File: src/rtl/door_pkg.sv
// Door state encodings shared by the door controller and the car movement/emergency blocks.
package door_pkg;
    localparam logic [1:0] DOOR_ENC_CLOSED  = 2'b00;
    localparam logic [1:0] DOOR_ENC_OPENING = 2'b01;
    localparam logic [1:0] DOOR_ENC_OPEN    = 2'b10;
    localparam logic [1:0] DOOR_ENC_CLOSING = 2'b11;

    typedef enum logic [1:0] {
        DOOR_CLOSED  = DOOR_ENC_CLOSED,
        DOOR_OPENING = DOOR_ENC_OPENING,
        DOOR_OPEN    = DOOR_ENC_OPEN,
        DOOR_CLOSING = DOOR_ENC_CLOSING
    } door_state_e;

    function automatic int max3(input int a, input int b, input int c);
        int m;
        m = (a > b) ? a : b;
        return (m > c) ? m : c;
    endfunction
endpackage

File: src/rtl/door_timer.sv
// Phase down-counter: load has priority over decrement, holds at zero instead of wrapping.
module door_timer
    import door_pkg::*;
#(
    parameter int W = 4
) (
    input  logic         clk_i,
    input  logic         rst_n_i,
    input  logic         load_i,
    input  logic [W-1:0] load_val_i,
    input  logic         dec_i,
    output logic         zero_o
);
    logic [W-1:0] cnt_q, cnt_d;

    always_comb begin
        cnt_d = cnt_q;
        if (load_i) begin
            cnt_d = load_val_i;
        end else if (dec_i && (cnt_q != '0)) begin
            cnt_d = cnt_q - W'(1);
        end
    end

    always_ff @(posedge clk_i or negedge rst_n_i) begin
        if (!rst_n_i) begin
            cnt_q <= '0;
        end else begin
            cnt_q <= cnt_d;
        end
    end

    assign zero_o = (cnt_q == '0);
endmodule

File: src/rtl/door_controller.sv
// Elevator door sequencer: CLOSED -> OPENING -> OPEN -> CLOSING with obstruction/emergency reopen.
// Each phase lasts its configured cycle count; call_clear and door_done are registered one-cycle pulses.
module door_controller
    import door_pkg::*;
#(
    parameter int N_FLOORS     = 3,
    parameter int FLOOR_W      = 2,
    parameter int OPEN_CYCLES  = 4,
    parameter int DWELL_CYCLES = 8,
    parameter int CLOSE_CYCLES = 4
) (
    input  logic                clk_i,
    input  logic                rst_n_i,
    input  logic [FLOOR_W-1:0]  floor_i,
    input  logic                arrived_i,
    input  logic [N_FLOORS-1:0] call_pending_i,
    input  logic                obstruction_i,
    input  logic                emergency_stop_i,
    output logic [1:0]          door_state_o,
    output logic                hold_car_o,
    output logic [N_FLOORS-1:0] call_clear_o,
    output logic                door_done_o
);
    localparam int CNT_W = $clog2(max3(OPEN_CYCLES, DWELL_CYCLES, CLOSE_CYCLES)) + 1;
    localparam logic [CNT_W-1:0] OPEN_LD  = CNT_W'(OPEN_CYCLES - 1);
    localparam logic [CNT_W-1:0] DWELL_LD = CNT_W'(DWELL_CYCLES - 1);
    localparam logic [CNT_W-1:0] CLOSE_LD = CNT_W'(CLOSE_CYCLES - 1);

    door_state_e         state_q, state_d;
    logic [FLOOR_W-1:0]  svc_floor_q, svc_floor_d;
    logic [N_FLOORS-1:0] call_clear_q, call_clear_d;
    logic                door_done_q, door_done_d;
    logic                tmr_load, tmr_dec, tmr_zero;
    logic [CNT_W-1:0]    tmr_val;
    logic [N_FLOORS-1:0] floor_mask;
    logic                floor_ok, call_here, hold_open;

    // Out-of-range floors shift the mask to zero, so they never match a call.
    assign floor_mask = N_FLOORS'(1) << floor_i;
    assign floor_ok   = (int'(floor_i) < N_FLOORS);
    assign call_here  = floor_ok && |(call_pending_i & floor_mask);
    assign hold_open  = obstruction_i || emergency_stop_i;

    door_timer #(.W(CNT_W)) u_timer (
        .clk_i      (clk_i),
        .rst_n_i    (rst_n_i),
        .load_i     (tmr_load),
        .load_val_i (tmr_val),
        .dec_i      (tmr_dec),
        .zero_o     (tmr_zero)
    );

    always_comb begin
        state_d      = state_q;
        svc_floor_d  = svc_floor_q;
        call_clear_d = '0;
        door_done_d  = 1'b0;
        tmr_load     = 1'b0;
        tmr_val      = '0;
        tmr_dec      = 1'b0;
        unique case (state_q)
            DOOR_CLOSED: begin
                if (arrived_i && call_here && !emergency_stop_i) begin
                    state_d     = DOOR_OPENING;
                    svc_floor_d = floor_i;
                    tmr_load    = 1'b1;
                    tmr_val     = OPEN_LD;
                end
            end
            DOOR_OPENING: begin
                if (tmr_zero) begin
                    state_d      = DOOR_OPEN;
                    tmr_load     = 1'b1;
                    tmr_val      = DWELL_LD;
                    call_clear_d = N_FLOORS'(1) << svc_floor_q;
                end else begin
                    tmr_dec = 1'b1;
                end
            end
            DOOR_OPEN: begin
                if (hold_open) begin
                    tmr_load = 1'b1;
                    tmr_val  = DWELL_LD;
                end else if (tmr_zero) begin
                    state_d  = DOOR_CLOSING;
                    tmr_load = 1'b1;
                    tmr_val  = CLOSE_LD;
                end else begin
                    tmr_dec = 1'b1;
                end
            end
            DOOR_CLOSING: begin
                // A reopen request beats an expiring close.
                if (hold_open) begin
                    state_d  = DOOR_OPENING;
                    tmr_load = 1'b1;
                    tmr_val  = OPEN_LD;
                end else if (tmr_zero) begin
                    state_d     = DOOR_CLOSED;
                    door_done_d = 1'b1;
                end else begin
                    tmr_dec = 1'b1;
                end
            end
        endcase
    end

    always_ff @(posedge clk_i or negedge rst_n_i) begin
        if (!rst_n_i) begin
            state_q      <= DOOR_CLOSED;
            svc_floor_q  <= '0;
            call_clear_q <= '0;
            door_done_q  <= 1'b0;
        end else begin
            state_q      <= state_d;
            svc_floor_q  <= svc_floor_d;
            call_clear_q <= call_clear_d;
            door_done_q  <= door_done_d;
        end
    end

    assign door_state_o = state_q;
    assign hold_car_o   = (state_q != DOOR_CLOSED);
    assign call_clear_o = call_clear_q;
    assign door_done_o  = door_done_q;
endmodule
File: config.mk
export PLATFORM = sky130hd
export DESIGN_NAME = door_controller
export DESIGN_NICKNAME = d
export VERILOG_FILES = /design/src/rtl/door_pkg.sv /design/src/rtl/door_timer.sv /design/src/rtl/door_controller.sv
export SDC_FILE = /design/constraint.sdc
export NUM_CORES = 1
export LEC_CHECK = 0
export CORE_MARGIN = 1.5
export CORE_UTILIZATION = 47
export DETAILED_ROUTE_END_ITERATION = 10
export GPL_TIMING_DRIVEN = 0
export PLACE_DENSITY = 0.84
export SYNTH_ARGS = -nofsm -noshare
export SYNTH_HDL_FRONTEND = slang
export SYNTH_SLANG_ARGS = --single-unit
File: constraint.sdc
create_clock -name clk_i -period 2.1 [get_ports clk_i]
set_clock_uncertainty 0.1 [all_clocks]
set_input_delay 0.42 -clock clk_i [delete_from_list [all_inputs] [get_ports clk_i]]
set_output_delay 0.42 -clock clk_i [all_outputs]
set_load 0.02 [all_outputs]
Yosys cells after proc, flatten, opt, wreduce, memory -nomap -nowiden
Cells that the tools add are included.
{"block": "totals", "regBits": 12, "out_inout_bits": 7, "word_cells": 60}
{"block": "op_classes", "add_sub_neg": 1, "order_cmp": 1, "eq_ne": 8, "n_shift": 2, "n_mux": 27, "bitwise_logic": 1, "reduce_logical": 15}
{"cell": "$mux W2", "count": 9}
{"cell": "$pmux W4 S4", "count": 1}
{"cell": "$mux W3", "count": 4}
{"cell": "$mux W1", "count": 8}
{"cell": "$mux W4", "count": 2}
{"cell": "$ne A2 B2 Y1 const B", "count": 4}
{"cell": "$pmux W2 S4", "count": 1}
{"cell": "$shl A1 B2 Y3 const A", "count": 2}
{"cell": "$reduce_and A5 Y1", "count": 1}
{"cell": "$eq A2 B2 Y1 const B", "count": 2}
{"cell": "$logic_and A1 B1 Y1", "count": 4}
{"cell": "$logic_not A4 Y1", "count": 1}
{"cell": "$pmux W1 S4", "count": 1}
{"cell": "$reduce_bool A2 Y1", "count": 2}
{"cell": "$reduce_bool A4 Y1", "count": 1}
{"cell": "$sub A4 B1 Y4 const B", "count": 1}
{"cell": "$and A3 B3 Y3", "count": 1}
{"cell": "$ne A3 B3 Y1 const B", "count": 1}
{"cell": "$reduce_or A3 Y1", "count": 1}
{"cell": "$eq A2 B1 Y1 const B", "count": 1}
{"cell": "$logic_not A2 Y1", "count": 1}
{"cell": "$lt A2 B2 Y1 const B", "count": 1}
{"cell": "$pmux W1 S2", "count": 1}
{"cell": "$reduce_and A2 Y1", "count": 1}
{"cell": "3 further kinds", "count": 3}

Depth between registers and ports, before layout
Gate-level depths: netlist (run 1).
{"block": "depth", "ltp_word": 9, "depth_mapped": 7, "ltp_nobuf": 7}

Cells and area by module
Synthesis (run 1) repeated with hierarchy kept, for this count alone.
{"block": "unflattened", "hier_cells": 78, "hier_area_um2": 777.0}
{"module": "door_controller", "n_inst": 1, "cells_each": 51, "area_per_inst_um2": 506.7, "seq_area_each_um2": 200.2}
{"module": "door_timer", "n_inst": 1, "cells_each": 27, "area_per_inst_um2": 270.3, "seq_area_each_um2": 100.1}

Least setup slack after synthesis (run 1)
OpenSTA, ideal clock, no wires.
{"block": "synth_path", "kind": "register to register", "from": "reg state_q[0] (netlist: door_state_o[0])", "to": "reg state_q[0] (netlist: door_state_o[0])", "setup_ns": 0.129, "arrival_time_ns": 1.699, "required_time_ns": 1.871, "slack_ns": 0.172, "path_stages_with_launch": 7, "synth_period_minus_slack_ns": 1.928, "path_cell_list": "dfrtp_1 > inv_1 > ha_1 > inv_1 > a31oi_2 > or2_1 > o41a_1"}
{"block": "synth_via", "elab_chain_cells": 3}
{"element": "from (decl)", "line": "door_controller.sv:29", "rtl": "door_state_e state_q, state_d;"}
{"element": "from (signal assigned)", "line": "door_controller.sv:115", "rtl": "state_q <= state_d;"}
{"element": "$eq A2 B2 Y1, or another cell as far along", "line": "door_controller.sv:61", "rtl": "unique case (state_q)"}
{"element": "$ne A3 B3 Y1 (no source line) / $ne A2 B2 Y1 (equally long branches)"}
{"element": "$reduce_and A5 Y1 (no source line)"}
Several ways; a longest one is shown, not always the timed one.
A chain may end at the register's enable or synchronous reset.

Final worst setup path (run 1)
{"block": "layout_path", "from": "reg state_q[0] (netlist: door_state_o[0])", "to": "out hold_car_o"}
{"block": "layout_via", "elab_chain_cells": 1}
{"element": "$reduce_bool A2 Y1", "line": "door_controller.sv:123", "rtl": "assign hold_car_o = (state_q != DOOR_CLOSED);"}
{"element": "to (decl)", "line": "door_controller.sv:20", "rtl": "output logic hold_car_o,"}
Every way passes these cells.

==> results_tabular.tex, run 1 <==
\begin{tabular}{lr}
\hline
Metric & Value \\
\hline
\multicolumn{2}{l}{\textbf{Status}} \\
Outcome & finished clean \\
\multicolumn{2}{l}{\textbf{Final layout}} \\
Final non-filler cell area & 955.9 um2 \\
Number of antenna repair diodes & 0 \\
Layout Nets & $\sim$110 \\
Area Overhead vs Synth & 29.71\% \\
Ratio of cells with drive above 1 in the final layout & 17.58\% \\
\multicolumn{2}{l}{\textbf{Critical path}} \\
Critical path's most frequent cell & sky130\_fd\_sc\_hd\_\_inv\_1 \\
Crit path max fanout & 6 \\
Worst-path cell chain & inv\_1 > ha\_2 > inv\_1 > dlygate4sd2\_1 \\
Max stage delay on crit path & about 0.42 ns \\
Endpoint type of the worst setup path & primary output \\
R2R Path Start & door\_state\_o[1]\$\_DFFE\_PN0P\_ \\
Critical path class & reg -> out \\
Source of the critical timing path & door\_state\_o[0]\$\_DFFE\_PN0P\_ \\
Worst EP arrival & 1.51 ns \\
Crit start category & flop \\
Required time of the worst setup path & 1.58 ns \\
Max stage delay cell, worst path & sky130\_fd\_sc\_hd\_\_dfrtp\_1 \\
\multicolumn{2}{l}{\textbf{Timing}} \\
Minimum clock period after layout & roughly 2.0 ns \\
Final clock period utilization by the worst path & 96.52\% \\
Min setup slack post-route & 0.07307 ns \\
Number of hold violations in the final report & 0 \\
Hold WS & 0.3692 ns \\
Worst-case headroom to the max-slew limit & 64.69\% \\
Maximum clock frequency & 493.4 MHz \\
Slew at the pin closest to its max-slew limit & 0.5280 ns \\
RSZ-0062 raised after global routing & false \\
Number of failing setup endpoints in the final timing report & 0 \\
Final number of max-transition violations & 0 \\
\multicolumn{2}{l}{\textbf{Placed design}} \\
RePlAce Congestion & approximately 0.83 \\
Port bufs & 16 \\
Cell Area, Placed & 917.1 um2 \\
Worst slack, placed & -0.1277 ns \\
HPWL after detailed placement & $\sim$1100 um \\
\multicolumn{2}{l}{\textbf{CTS}} \\
Clock latency reported for the late side of the worst-skew pair & around 0.28 ns \\
Total number of clock tree sinks & 12 \\
Number of buffers between clock root and the deepest sink & 2 \\
Number of CTS-inserted buffers & 3 \\
Clock root buffer & sky130\_fd\_sc\_hd\_\_clkbuf\_4 \\
Count of H-tree levels built during CTS & 1 \\
Number of setup buffers added after CTS & 0 \\
Clk slew on worst S/H paths & 0.09 ns \\
Clock tree from TritonCTS & done \\
\multicolumn{2}{l}{\textbf{Hold path}} \\
Min-Delay Path Class & reg -> reg \\
Origin of the worst min-delay path & svc\_floor\_q[0]\$\_DFFE\_PN0P\_ \\
\multicolumn{2}{l}{\textbf{Global route}} \\
Via count of the first global-routing pass & 581 \\
Antenna violations before repair & 0 \\
Global route total overflow & 0 \\
GR Util All Layers & 18.71\% \\
Grt met3 use & 3.879\% \\
Global-route wire length before repair & 2504 um \\
Met2 routing resource usage after global routing & 31.38\% \\
Layer with the highest usage & met2 \\
M1 GR Usage & 23.24\% \\
Pin count of the biggest net entering global routing & 13 \\
\multicolumn{2}{l}{\textbf{Floorplanning}} \\
Number of rows in the core area & 14 \\
Chip width & $\sim$43 um \\
Die Ht & 42.60 um \\
Initial standard-cell utilization of the core & 49.50\% \\
Area of the die & 0.001814 mm2 \\
Core area & 0.001489 mm2 \\
Num ports & 17 \\
\multicolumn{2}{l}{\textbf{Synth}} \\
Register bit count reported by yosys & 12 \\
Prevailing post-synth register cell & sky130\_fd\_sc\_hd\_\_dfrtp\_1 \\
Average cell area after synthesis & 10.38 um2 \\
Syn Nets & slightly below 90 \\
Count of distinct cell types in the synthesized netlist & 32 \\
Cell area after synthesis & $\sim$740 um2 \\
Number of enable flip-flop cells after synthesis & 0 \\
Yosys warnings & 0 \\
Async S/R FF share, synth & between 90\% and 100\% \\
Top-count cell post-synth & sky130\_fd\_sc\_hd\_\_dfrtp\_1 \\
Top post-synthesis cells by count & 12 x sky130\_fd\_sc\_hd\_\_dfrtp\_1, 7 x sky130\_fd\_sc\_hd\_\_inv\_1, 6 x sky130\_fd\_sc\_hd\_\_ha\_1 \\
Fraction of synthesized cell area taken by the top area cell type & between 40\% and 50\% \\
Sequential cell area fraction in the yosys report & around two fifths \\
Instance count of the mapped netlist & 71 \\
Cell type contributing the most total cell area after synthesis & sky130\_fd\_sc\_hd\_\_dfrtp\_1 \\
Cells taking the most area after synthesis & sky130\_fd\_sc\_hd\_\_dfrtp\_1 41\%, sky130\_fd\_sc\_hd\_\_ha\_1 10\%, sky130\_fd\_sc\_hd\_\_inv\_1 3.6\% \\
\multicolumn{2}{l}{\textbf{Detailed routing}} \\
Mean routed wirelength per cell & 13.76 um \\
Detailed-route DRC error count & 0 \\
Initial DRT Pass Iterations & 4 \\
Count of routing violations after the opening detailed-route iteration & 5 \\
Vias/cell & 5.449 \\
Number of vias in the routed layout & 583 \\
Final antenna-violating net count & 0 \\
Sum of routed wire length over all layers & about 1500 um \\
\multicolumn{2}{l}{\textbf{Power and ir drop}} \\
Ratio of total power to cell area & 1312 mW/mm2 \\
Worst-case vdd ir drop & 0.0008430 V \\
Static Leakage & between 0.0004 and 0.0005 uW \\
Total chip power & around 1300 uW \\
\multicolumn{2}{l}{\textbf{Flow run}} \\
Total of max-cap violations & 0 \\
\hline
\end{tabular}
timing repair:
action / CTS / global route
setup endpoints to repair: 1 / 1
hold buffers: 0 / 0
gates resized for setup: 1 / 2
sequential cells by signal, indices dropped and copies added, names as in the netlist:
signal         cells
door_done_o        1
call_clear_o       3
door_state_o       2
u_timer.cnt_q      4
svc_floor_q        2
metrics by stage:
step	TNS, ns	utilization [%]	cells
2_1_floorplan	0	-	71
3_3_place_gp	-0.1804	61.60	103
3_5_place_dp	-0.2053	61.60	103
4_1_cts	0	63.95	107
5_1_grt	0	64.20	107
6_report	0	64.20	107
critical path: cells and delay by family, from the launching register on:
family | cells | cell delay (ns)
flops | 1 | 0.42
buf+inv | 3 | 0.55
fa+ha+maj | 1 | 0.25
report_power, final:
| group | internal (uW) | total [uW] | switching [uW] |
|---|---|---|---|
| Combinational | 335 | 695 | 359 |
| Sequential | 303 | 368 | 65.3 |
| Clock | 105 | 191 | 85.6 |
cells by family after synthesis:
family | count (synthesis) | share of synthesized area (%)
flops | 12 | 40.75
compound gates | 17 | 17.65
mux | 3 | 5.093
buf+inv | 7 | 3.566
fa+ha+maj | 6 | 10.19
simple gates | 24 | 20.37
xor+xnor | 2 | 2.377
final timing paths:
kind | end | slack (ns) | cells past startpoint
max in group asynchronous | door_state_o[1]$_DFFE_PN0P_ | 1.14 | 1
hold / removal | call_clear_o[0]$_DFF_PN0_ | 0.37 | 1
setup reg to reg | u_timer.cnt_q[3]$_DFFE_PN0P_ | 0.20 | 6
hold reg to reg | call_clear_o[0]$_DFF_PN0_ | 0.37 | 1
setup / recovery | hold_car_o | 0.07 | 4
min in group asynchronous | door_done_o$_DFF_PN0_ | 0.38 | 1
layer usage:
layer | up-vias | part of all wire (%) | wire length, um
li1 | 294 | - | -
met1 | 273 | 46 | 681
met2 | 14 | 48 | 712
met3 | 2 | 4.1 | 60
met4 | 0 | 1.2 | 18
met5 | - | 0 | 0
cell usage in the layout, fill, tap and decap left out:
| cell type | count |
|---|---|
| sky130_fd_sc_hd__a211oi_2 | 1 |
| sky130_fd_sc_hd__a21oi_1 | 1 |
| sky130_fd_sc_hd__a31oi_2 | 1 |
| sky130_fd_sc_hd__and2_1 | 1 |
| sky130_fd_sc_hd__and2b_2 | 1 |
| sky130_fd_sc_hd__and3_1 | 1 |
| sky130_fd_sc_hd__and3_2 | 1 |
| sky130_fd_sc_hd__clkbuf_4 | 3 |
| sky130_fd_sc_hd__clkbuf_8 | 1 |
| sky130_fd_sc_hd__clkdlybuf4s50_1 | 15 |
| sky130_fd_sc_hd__dfrtp_1 | 11 |
| sky130_fd_sc_hd__dfrtp_2 | 1 |
| sky130_fd_sc_hd__dlygate4sd2_1 | 1 |
| sky130_fd_sc_hd__ha_1 | 5 |
| sky130_fd_sc_hd__ha_2 | 1 |
| sky130_fd_sc_hd__inv_1 | 7 |
| sky130_fd_sc_hd__mux2_2 | 2 |
| sky130_fd_sc_hd__mux2_4 | 1 |
| sky130_fd_sc_hd__nand2_1 | 4 |
| sky130_fd_sc_hd__nand4_1 | 1 |
| sky130_fd_sc_hd__nand4bb_1 | 1 |
| sky130_fd_sc_hd__nor2_1 | 3 |
| sky130_fd_sc_hd__nor2_2 | 1 |
| sky130_fd_sc_hd__nor3_1 | 3 |
| sky130_fd_sc_hd__nor3_2 | 1 |
| sky130_fd_sc_hd__nor3b_1 | 2 |
| sky130_fd_sc_hd__nor3b_2 | 1 |
| sky130_fd_sc_hd__o211a_1 | 1 |
| sky130_fd_sc_hd__o211ai_1 | 2 |
| sky130_fd_sc_hd__o21a_1 | 2 |
| sky130_fd_sc_hd__o21ai_0 | 1 |
| sky130_fd_sc_hd__o21ai_1 | 4 |
| sky130_fd_sc_hd__o31ai_1 | 2 |
| sky130_fd_sc_hd__o32ai_1 | 1 |
| sky130_fd_sc_hd__o41a_1 | 1 |
| sky130_fd_sc_hd__or2_1 | 2 |
| sky130_fd_sc_hd__or3_1 | 1 |
| sky130_fd_sc_hd__xnor2_1 | 2 |
area by class of cell:
class / instances / area (um2)
clock buffer: 4 / 36.28
inverter: 7 / 26.28
timing repair buffer: 16 / 158.9
multi-input combinational: 52 / 412.9
sequential: 12 / 301.5
fill: 118 / 533.0
tap: 16 / 20.02
Note: power is estimated with default switching activity, not from simulation.
==> run 2, diff against run 1 <==
Settings changed: MAX_ROUTING_LAYER set to met4.
==> run 2 against run 1 <==
Worst setup slack about the same. Combinational power about the same. Critical endpoint unchanged. Sequential cell count unchanged. Largest power group unchanged. Register-to-register slack about the same. Critical path depth unchanged. Fmax about the same. Via count increased by 0.51%. Sequential power about the same.
==> results_tabular.tex, run 2 (synthesized netlist as in run 1, its figures left out) <==
\begin{tabular}{lr}
\hline
Metric & Value \\
\hline
\multicolumn{2}{l}{\textbf{Status}} \\
Outcome & finished clean \\
\multicolumn{2}{l}{\textbf{Detailed routing}} \\
Count of routing violations after the opening detailed-route iteration & 5 (unchanged) \\
Sum of routed wire length over all layers & 1473 um (about the same) \\
Mean routed wirelength per cell & 13.77 um (about the same) \\
Detailed-route DRC error count & 0 (unchanged) \\
Number of vias in the routed layout & 586 (+0.51\%) \\
Initial DRT Pass Iterations & 4 (unchanged) \\
Final antenna-violating net count & 0 (unchanged) \\
Vias/cell & 5.477 (+0.51\%) \\
\multicolumn{2}{l}{\textbf{Timing}} \\
Maximum clock frequency & 493.4 MHz (about the same) \\
Final clock period utilization by the worst path & 96.50\% (about the same) \\
Final number of max-transition violations & 0 (unchanged) \\
RSZ-0062 raised after global routing & false \\
Minimum clock period after layout & 2.027 ns (-0.0003309 ns) \\
Slew at the pin closest to its max-slew limit & 0.5281 ns (+0.0001186 ns) \\
Number of hold violations in the final report & 0 (unchanged) \\
Worst-case headroom to the max-slew limit & 64.68\% (about the same) \\
Number of failing setup endpoints in the final timing report & 0 (unchanged) \\
\multicolumn{2}{l}{\textbf{Final layout}} \\
Ratio of cells with drive above 1 in the final layout & 17.58\% (unchanged) \\
Number of antenna repair diodes & 0 (unchanged) \\
Register with the highest flop count & u\_timer.cnt\_q \\
Most common library cell in the layout ignoring fill and taps & sky130\_fd\_sc\_hd\_\_clkdlybuf4s50\_1 \\
Max reg flops & 4 (unchanged) \\
Filler Cells Inserted & 118 (unchanged) \\
Area Overhead vs Synth & 29.71\% (unchanged) \\
Post-layout instance count excluding filler cells & 107 (unchanged) \\
Layout Nets & 108 (unchanged) \\
Final non-filler cell area & 955.9 um2 (unchanged) \\
Leading cell types in the layout, fill and taps excluded & 15 x sky130\_fd\_sc\_hd\_\_clkdlybuf4s50\_1, 11 x sky130\_fd\_sc\_hd\_\_dfrtp\_1, 7 x sky130\_fd\_sc\_hd\_\_inv\_1, 5 x sky130\_fd\_sc\_hd\_\_ha\_1 \\
\multicolumn{2}{l}{\textbf{Placed design}} \\
Port bufs & 16 (unchanged) \\
HPWL after detailed placement & 1112 um (unchanged) \\
Cell Area, Placed & 917.1 um2 (unchanged) \\
RePlAce Congestion & 0.8396 (+1.5\%) \\
Number of placed instances, taps included & 103 (unchanged) \\
\multicolumn{2}{l}{\textbf{Critical path}} \\
Crit path max fanout & 6 (unchanged) \\
Worst EP arrival & 1.51 ns (about the same) \\
Crit start category & flop \\
Required time of the worst setup path & 1.58 ns (about the same) \\
Critical path class & reg -> out \\
Endpoint type of the worst setup path & primary output \\
\multicolumn{2}{l}{\textbf{CTS}} \\
Quantity of gates resized following cts & 1 (unchanged) \\
Number of setup buffers added after CTS & 0 (unchanged) \\
Number of buffers inserted by hold repair at cts & 0 (unchanged) \\
Clk slew on worst S/H paths & 0.09 ns (about the same) \\
Number of CTS-inserted buffers & 3 (unchanged) \\
Clock latency reported for the late side of the worst-skew pair & 0.28 ns (about the same) \\
Count of H-tree levels built during CTS & 1 (unchanged) \\
Clock tree from TritonCTS & done \\
Clock root buffer & sky130\_fd\_sc\_hd\_\_clkbuf\_4 \\
Total number of clock tree sinks & 12 (unchanged) \\
Number of buffers between clock root and the deepest sink & 2 (unchanged) \\
\multicolumn{2}{l}{\textbf{Global route}} \\
Pin count of the biggest net entering global routing & 13 (unchanged) \\
Via count of the first global-routing pass & 582 (+0.17\%) \\
GR Util All Layers & 19.23\% (+0.52 points) \\
Antenna violations before repair & 0 (unchanged) \\
Global route total overflow & 0 (unchanged) \\
Global-route wire length before repair & 2504 um (unchanged) \\
\multicolumn{2}{l}{\textbf{Flow run}} \\
Total of max-cap violations & 0 (unchanged) \\
\multicolumn{2}{l}{\textbf{Hold path}} \\
Min-Delay Path Class & reg -> reg \\
\multicolumn{2}{l}{\textbf{Power and ir drop}} \\
Worst-case vdd ir drop & 0.0008418 V (-0.15\%) \\
Ratio of total power to cell area & 1311 mW/mm2 (about the same) \\
Switching part of the total & 40.67\% (about the same) \\
Portion of total power attributed to sequential cells & 29.3\% (about the same) \\
Combinational share of power & 55.4\% (about the same) \\
Clock group share of total power & 15.2\% (about the same) \\
Static Leakage & 0.0004291 uW (unchanged) \\
Internal power & 743.6 uW (about the same) \\
Switch Pwr & 509.7 uW (-0.11\%) \\
\multicolumn{2}{l}{\textbf{Floorplanning}} \\
Initial standard-cell utilization of the core & 49.50\% (unchanged) \\
Area of the die & 0.001814 mm2 (unchanged) \\
Core area & 0.001489 mm2 (unchanged) \\
Num ports & 17 (unchanged) \\
Die Ht & 42.60 um (unchanged) \\
Number of rows in the core area & 14 (unchanged) \\
Chip width & 42.60 um (unchanged) \\
\hline
\end{tabular}
## run 2: cell counts in the layout (fill, tap and decap cells not counted)
Identical to the previous run, type by type.
## run 2: through the flow
step           hold WS, ns  utilization (%)  power (uW)  TNS [ns]  setup slack (ns)
2_1_floorplan      0.02441                -       872.4         0            0.1721
3_3_place_gp        0.3620            61.60        1031   -0.1804           -0.1143
3_5_place_dp        0.3627            61.60        1054   -0.2053           -0.1277
4_1_cts             0.3730            63.95        1240         0           0.03771
5_1_grt             0.3835            64.20        1347         0           0.01311
6_report            0.3692            64.20        1253         0           0.07340
## run 2: power by group through the flow
stage	clock network, uW	registers [uW]	logic [uW]
after floorplan	0	384	488
after global placement	0	365	666
after detailed placement	0	369	685
after CTS	192	365	683
after global routing	203	374	770
final	191	367	695
## run 2: critical path, stage by stage (launching register included)
cell and delay, ns:
sky130_fd_sc_hd__dfrtp_1 0.42, sky130_fd_sc_hd__inv_1 0.13, sky130_fd_sc_hd__ha_2 0.26, sky130_fd_sc_hd__inv_1 0.09, sky130_fd_sc_hd__dlygate4sd2_1 0.32
## run 2: routing by layer
layer	wire (um)	up-vias	GRT usage, %	part of all wire (%)
met3	60	2	3.879	4.1
met4	18	0	7.500	1.2
li1	-	294	-	-
met5	0	-	-	0
met1	682	276	23.24	46
met2	711	14	31.38	48
## run 2: final timing paths
| kind | start | to | slack (ns) | depth (start not counted) |
|---|---|---|---|---|
| setup / recovery | door_state_o[0]$_DFFE_PN0P_ | hold_car_o | 0.07 | 4 |
| hold / removal | svc_floor_q[0]$_DFFE_PN0P_ | call_clear_o[0]$_DFF_PN0_ | 0.37 | 1 |
| setup reg to reg | door_state_o[1]$_DFFE_PN0P_ | u_timer.cnt_q[3]$_DFFE_PN0P_ | 0.19 | 6 |
| hold reg to reg | svc_floor_q[0]$_DFFE_PN0P_ | call_clear_o[0]$_DFF_PN0_ | 0.37 | 1 |
| max in group asynchronous | rst_n_i | door_state_o[1]$_DFFE_PN0P_ | 1.14 | 1 |
| min in group asynchronous | rst_n_i | door_state_o[0]$_DFFE_PN0P_ | 0.38 | 1 |
## run 2: area by class of cell
| cell class | count | area, um2 | area share, % |
|---|---|---|---|
| Multi-Input combinational cell | 52 | 412.9 | 43.19 |
| Sequential cell | 12 | 301.5 | 31.54 |
| Timing Repair Buffer | 16 | 158.9 | 16.62 |
| Clock buffer | 4 | 36.28 | 3.796 |
| Inverter | 7 | 26.28 | 2.749 |
| Tap cell | 16 | 20.02 | 2.094 |
